`src/rtl/shift_reg_input_pkg.sv`:
```
// Shared constants for the 74HC165 reader.
// Holds the FSM state encoding and the synchroniser depth.
package shift_reg_input_pkg;

  localparam int SYNC_STAGES = 2;

  typedef enum logic [2:0] {
    IDLE     = 3'd0,
    LOAD     = 3'd1,
    SAMPLE   = 3'd2,
    CLK_HIGH = 3'd3,
    DONE     = 3'd4
  } state_t;

endpackage

```
`src/rtl/sync_2ff.sv`:
```
// Single-bit flop-chain synchroniser for asynchronous pin inputs.
// Async active-low reset clears every stage.
module sync_2ff
  import shift_reg_input_pkg::*;
(
  input  logic i_clk,
  input  logic i_reset_n,
  input  logic i_d,
  output logic o_q
);

  logic [SYNC_STAGES-1:0] q;

  always_ff @(posedge i_clk or negedge i_reset_n) begin
    if (!i_reset_n) begin
      q <= '0;
    end else begin
      q <= {q[SYNC_STAGES-2:0], i_d};
    end
  end

  assign o_q = q[SYNC_STAGES-1];

endmodule

```
`src/rtl/shift_reg_input.sv`:
```
// 74HC165 reader: toggle-requested parallel load, MSB-first serial shift,
// completed word published with a done toggle.
module shift_reg_input
  import shift_reg_input_pkg::*;
#(
  parameter int DATA_WIDTH  = 3,
  parameter int PHASE_TICKS = 1
) (
  input  logic                       i_clk,
  input  logic                       i_reset_n,
  input  logic                       i_sample_toggle,
  input  logic                       i_data_val,
  output logic                       o_load_n,
  output logic                       o_data_clock,
  output logic [(1<<DATA_WIDTH)-1:0] o_value,
  output logic                       o_done_toggle,
  output logic                       o_busy
);

  localparam int DATA_SIZE = 1 << DATA_WIDTH;
  localparam int BW        = DATA_WIDTH + 1;
  // One bit beyond 8 so the settle window still fits at PHASE_TICKS=255.
  localparam int PW        = 9;

  localparam logic [PW-1:0] PH_LAST  = PW'(PHASE_TICKS - 1);
  localparam logic [PW-1:0] SMP_LAST = PW'(PHASE_TICKS + 1);
  localparam logic [BW-1:0] BIT_LAST = BW'(DATA_SIZE - 1);

  state_t                 state;
  logic [PW-1:0]          phase;
  logic [BW-1:0]          bit_cnt;
  logic [DATA_SIZE-1:0]   shift_value;
  logic                   last_toggle;
  logic                   sync_data;

  sync_2ff u_sync (
    .i_clk     (i_clk),
    .i_reset_n (i_reset_n),
    .i_d       (i_data_val),
    .o_q       (sync_data)
  );

  always_ff @(posedge i_clk or negedge i_reset_n) begin
    if (!i_reset_n) begin
      state         <= IDLE;
      phase         <= '0;
      bit_cnt       <= '0;
      shift_value   <= '0;
      last_toggle   <= 1'b0;
      o_load_n      <= 1'b1;
      o_data_clock  <= 1'b0;
      o_value       <= '0;
      o_done_toggle <= 1'b0;
      o_busy        <= 1'b0;
    end else begin
      unique case (state)
        IDLE: begin
          o_load_n     <= 1'b1;
          o_data_clock <= 1'b0;
          o_busy       <= 1'b0;
          phase        <= '0;
          if (i_sample_toggle != last_toggle) begin
            last_toggle <= i_sample_toggle;
            bit_cnt     <= '0;
            o_busy      <= 1'b1;
            o_load_n    <= 1'b0;
            state       <= LOAD;
          end
        end
        LOAD: begin
          if (phase == PH_LAST) begin
            phase    <= '0;
            o_load_n <= 1'b1;
            state    <= SAMPLE;
          end else begin
            phase <= phase + PW'(1);
          end
        end
        SAMPLE: begin
          if (phase == SMP_LAST) begin
            phase       <= '0;
            shift_value <= {shift_value[DATA_SIZE-2:0], sync_data};
            bit_cnt     <= bit_cnt + BW'(1);
            // No CP pulse after the final bit.
            if (bit_cnt == BIT_LAST) begin
              state <= DONE;
            end else begin
              o_data_clock <= 1'b1;
              state        <= CLK_HIGH;
            end
          end else begin
            phase <= phase + PW'(1);
          end
        end
        CLK_HIGH: begin
          if (phase == PH_LAST) begin
            phase        <= '0;
            o_data_clock <= 1'b0;
            state        <= SAMPLE;
          end else begin
            phase <= phase + PW'(1);
          end
        end
        DONE: begin
          o_value       <= shift_value;
          o_done_toggle <= ~o_done_toggle;
          o_busy        <= 1'b0;
          state         <= IDLE;
        end
        default: state <= IDLE;
      endcase
    end
  end

endmodule

```
`config.mk`:
```
export PLATFORM = sky130hd
export DESIGN_NAME = shift_reg_input
export DESIGN_NICKNAME = d
export VERILOG_FILES = /design/src/rtl/shift_reg_input_pkg.sv /design/src/rtl/sync_2ff.sv /design/src/rtl/shift_reg_input.sv
export SDC_FILE = /design/constraint.sdc
export NUM_CORES = 1
export LEC_CHECK = 0
export ABC_AREA = 0
export BUFFER_PORTS_ARGS = -buffer_cell sky130_fd_sc_hd__buf_2
export CAP_MARGIN = 20
export CORE_MARGIN = 4
export CORE_UTILIZATION = 52
export DETAILED_ROUTE_END_ITERATION = 8
export PLACE_DENSITY = 0.74
export SLEW_MARGIN = 20
export SYNTH_ARGS = -nofsm -noshare
export SYNTH_HDL_FRONTEND = slang
export SYNTH_SLANG_ARGS = --single-unit
export TNS_END_PERCENT = 10
```
`constraint.sdc`:
```
create_clock -name i_clk -period 1.77 [get_ports i_clk]
set_input_delay 0.0885 -clock i_clk [delete_from_list [all_inputs] [get_ports i_clk]]
set_output_delay 0.0885 -clock i_clk [all_outputs]
set_load 0.05 [all_outputs]
```
==> results.json <==
{
  "status": "finished, final reports clean",
  "grt_pass1_wl_mm": 5.97,
  "crit_fanout": 5,
  "chipHeight_um": 67.0,
  "synth_area_um2": 1810,
  "grt-ovfl-total": 0,
  "ys_ff_latch": 39,
  "hold_viol_final": 0,
  "finish.utilization_pct": 64.7,
  "relSlewSlack_pct": 45.0,
  "n_antenna_cell": 0,
  "power_mw": 3.17,
  "worstSetupPathType": "reg -> reg",
  "numCtsBuffers": 5,
  "crit_buf_inv": 0,
  "synth_warnings": 0,
  "switching_share_pct": 35.0,
  "vias": 1339,
  "cp.depth": 4,
  "start_kind": "flip-flop",
  "leakagePower_nw": 0.962,
  "dp.final_hpwl_mm": 2.36,
  "finalNetCount": 200,
  "core_area_um2": 3360,
  "synthDistinctLibCells": 41,
  "syn-num-nets": 168,
  "start_util_pct": 53.9,
  "portBuffers": 15,
  "cts_buffer_depth": 2,
  "power_density_nw_per_um2": 1460,
  "fp.dieArea_um2": 4490,
  "cp_cell_sequence": "nor3_2 -> a31oi_1 -> or2_1 -> mux2_2",
  "routed.top_layer": "met4",
  "ys_top_cells_by_area": "dfrtp_1 52%, mux2_2 11%, nand2_1 3.5%, ha_1 2.8%, o21ai_0 2.5%",
  "post_drt_wl_per_cell_um": 14.4,
  "wl_met3_um": 200,
  "hold_class": "in -> async",
  "cap_violations": 0,
  "peakVddDrop_v": 0.000829,
  "totalWireLength_mm": 3.44,
  "grt_max_degree": 40,
  "grt_usage_pct": 17.6,
  "drtAntennaViolNets": 0,
  "tns_ps": 0,
  "setup_viol": 0,
  "vias_per_cell": 5.60,
  "insertion_delay_ps": 340,
  "drive_gt1_share_pct": 32.6,
  "antenna_found_initial": 0,
  "die_x_um": 67.0,
  "whs_ps": 365,
  "worstMarginPinSlew_ps": 826,
  "drt-met1-wl_mm": 1.42,
  "avgSynthCellArea_um2": 11.3,
  "dr_wl_met2_mm": 1.75,
  "worstPathRequired_ps": 2020,
  "slowest_stage": "nor3_2",
  "ys_seq_area_share_pct": 53.9,
  "period_share_pct": 97.8,
  "place.gp.congestion": 0.857,
  "cell_internal_pwr_mw": 2.06,
  "drcViolationCount": 0,
  "cts_root_buf": "clkbuf_4",
  "max_freq_mhz": 578,
  "crit_arrival_ps": 1980,
  "maxSlewViolCount": 0,
  "synth_top_cell_area_share_pct": 52.5,
  "switchingPower_mw": 1.11,
  "cts_tree": "built",
  "cts_sinks": 39,
  "seq_power_share_pct": 40.8,
  "rows": 21,
  "htreeDepth": 2,
  "clk_pin_slew_ps": 120,
  "rr_worst_depth": 4,
  "slowest_delay_ps": 450,
  "skew_ps": 6.02,
  "yosys.area.top_type": "dfrtp_1",
  "p_comb_share_pct": 36.0,
  "first_pass_iters": 6,
  "post-route-min-period_ps": 1730,
  "p_clk_share_pct": 23.2,
  "grt_pass1_vias": 1372,
  "area_growth_pct": 20.1,
  "synth_cells": 160,
  "cp_top_family": "simple AND/OR/NAND/NOR gates",
  "rsz0062_at_grt": "yes",
  "drt_iter0_drc": 56,
  "ios": 16,
  "end_kind": "flip-flop"
}
==> worst register-to-register path, cell delays in order (launching register included) <==
cell and delay (ps):
dfrtp_1 440, nor3_2 450, a31oi_1 180, or2_1 300, mux2_2 270
==> final timing paths <==
kind                                       startpoint                     to  slack [ps]
max in group asynchronous                   i_reset_n   phase[4]$_DFFE_PN0P_         840
min in group i_clk              u_sync.q[0]$_DFF_PN0_  u_sync.q[1]$_DFF_PN0_         370
worst max-delay path             phase[8]$_DFFE_PN0P_   phase[0]$_DFFE_PN0P_          40
worst max register to register   phase[8]$_DFFE_PN0P_   phase[0]$_DFFE_PN0P_          40
worst min-delay path                        i_reset_n   state[0]$_DFFE_PN0P_         360
worst min register to register  u_sync.q[0]$_DFF_PN0_  u_sync.q[1]$_DFF_PN0_         370
==> cell usage after synthesis <==
master     count
a211o_1        1
a211oi_1       1
a21boi_0       2
a21oi_1        3
a22o_2         1
a2bb2oi_1      1
a311oi_1       1
a31oi_1        3
and3b_1        1
buf_2          2
clkbuf_1       4
dfrtp_1       38
dfstp_2        1
ha_1           4
inv_1          5
mux2_2        18
mux2i_1        1
nand2_1       17
nand2b_1       1
nand3_1        8
nand3b_1       1
nand4_2        1
nor2_1         3
nor2b_1        3
nor3_1         7
nor3_2         1
nor3b_1        2
nor4_1         1
nor4_4         1
o211ai_1       1
o21a_1         3
o21ai_0        9
o22ai_1        3
o311ai_1       1
o31a_1         1
o31ai_1        1
or2_1          1
or3_1          3
or3b_1         1
xnor2_1        1
xor2_1         2
==> flip-flops by register name, indices dropped and copies added (netlist names) <==
signal / count
o_value: 8
shift_value: 8
o_busy: 1
bit_cnt: 4
last_toggle: 1
u_sync.q: 2
state: 3
phase: 9
o_load_n: 1
o_done_toggle: 1
o_data_clock: 1
==> cell families after synthesis <==
group / Yosys count / share of synthesized area [%]
and+or+nand+nor: 52 / 16.0
DFF: 39 / 53.9
AOI/OAI and AO/OA: 32 / 11.7
muxes: 19 / 11.7
buffers and inverters: 11 / 2.42
adders and majority gates: 4 / 2.76
xor gates and xnor gates: 3 / 1.45
==> cell type report <==
class | instances | area (um^2)
clock inverters | 3 | 67.6
fillers | 286 | 1190
repair buffers | 31 | 203
clock buffers | 5 | 37.5
well taps | 46 | 57.6
flip-flops and latches | 39 | 978
inverters | 5 | 18.8
multi-input cells | 110 | 813
==> metrics by stage <==
stage	area [um^2]	setup slack, ps	std cells
after global routing	2180	-46.7	239
after floorplan	1810	61.3	160
after detailed placement	2000	33.8	226
final	2180	39.0	239
after CTS	2140	9.86	237
after global placement	2000	99.7	226
==> power by group through the flow <==
stage | combinational [mW] | clock [mW] | sequential (mW)
3_3_place_gp | 1.04 | 0 | 1.30
2_1_floorplan | 0.663 | 0 | 1.39
3_5_place_dp | 1.08 | 0 | 1.31
6_report | 1.14 | 0.737 | 1.29
5_1_grt | 1.25 | 0.793 | 1.33
4_1_cts | 1.09 | 0.752 | 1.29
==> placed cells by master, fill, tap and decap left out, types with 4 or more instances in the layout <==
cell type and count:
dfrtp_1 37, mux2_2 18, nand2_1 17, buf_2 15, buf_4 13, o21ai_0 9
nand3_1 8, nor3_1 7, inv_1 5, clkbuf_4 5, ha_1 4
==> routing by layer <==
metal	track usage, %	vias up
met4	6.08	0
met2	31.4	47
met3	4.55	10
met1	20.2	641
met5	0	-
li1	-	641
==> repair_timing <==
action,4_1_cts,5_1_grt
endpoints found under the hold margin,40,0
gates resized for setup,0,6
setup endpoints to repair,0,23
hold buffers,3,0
buffers inserted,0,2
No activity file was read; power rests on OpenSTA's default activity.
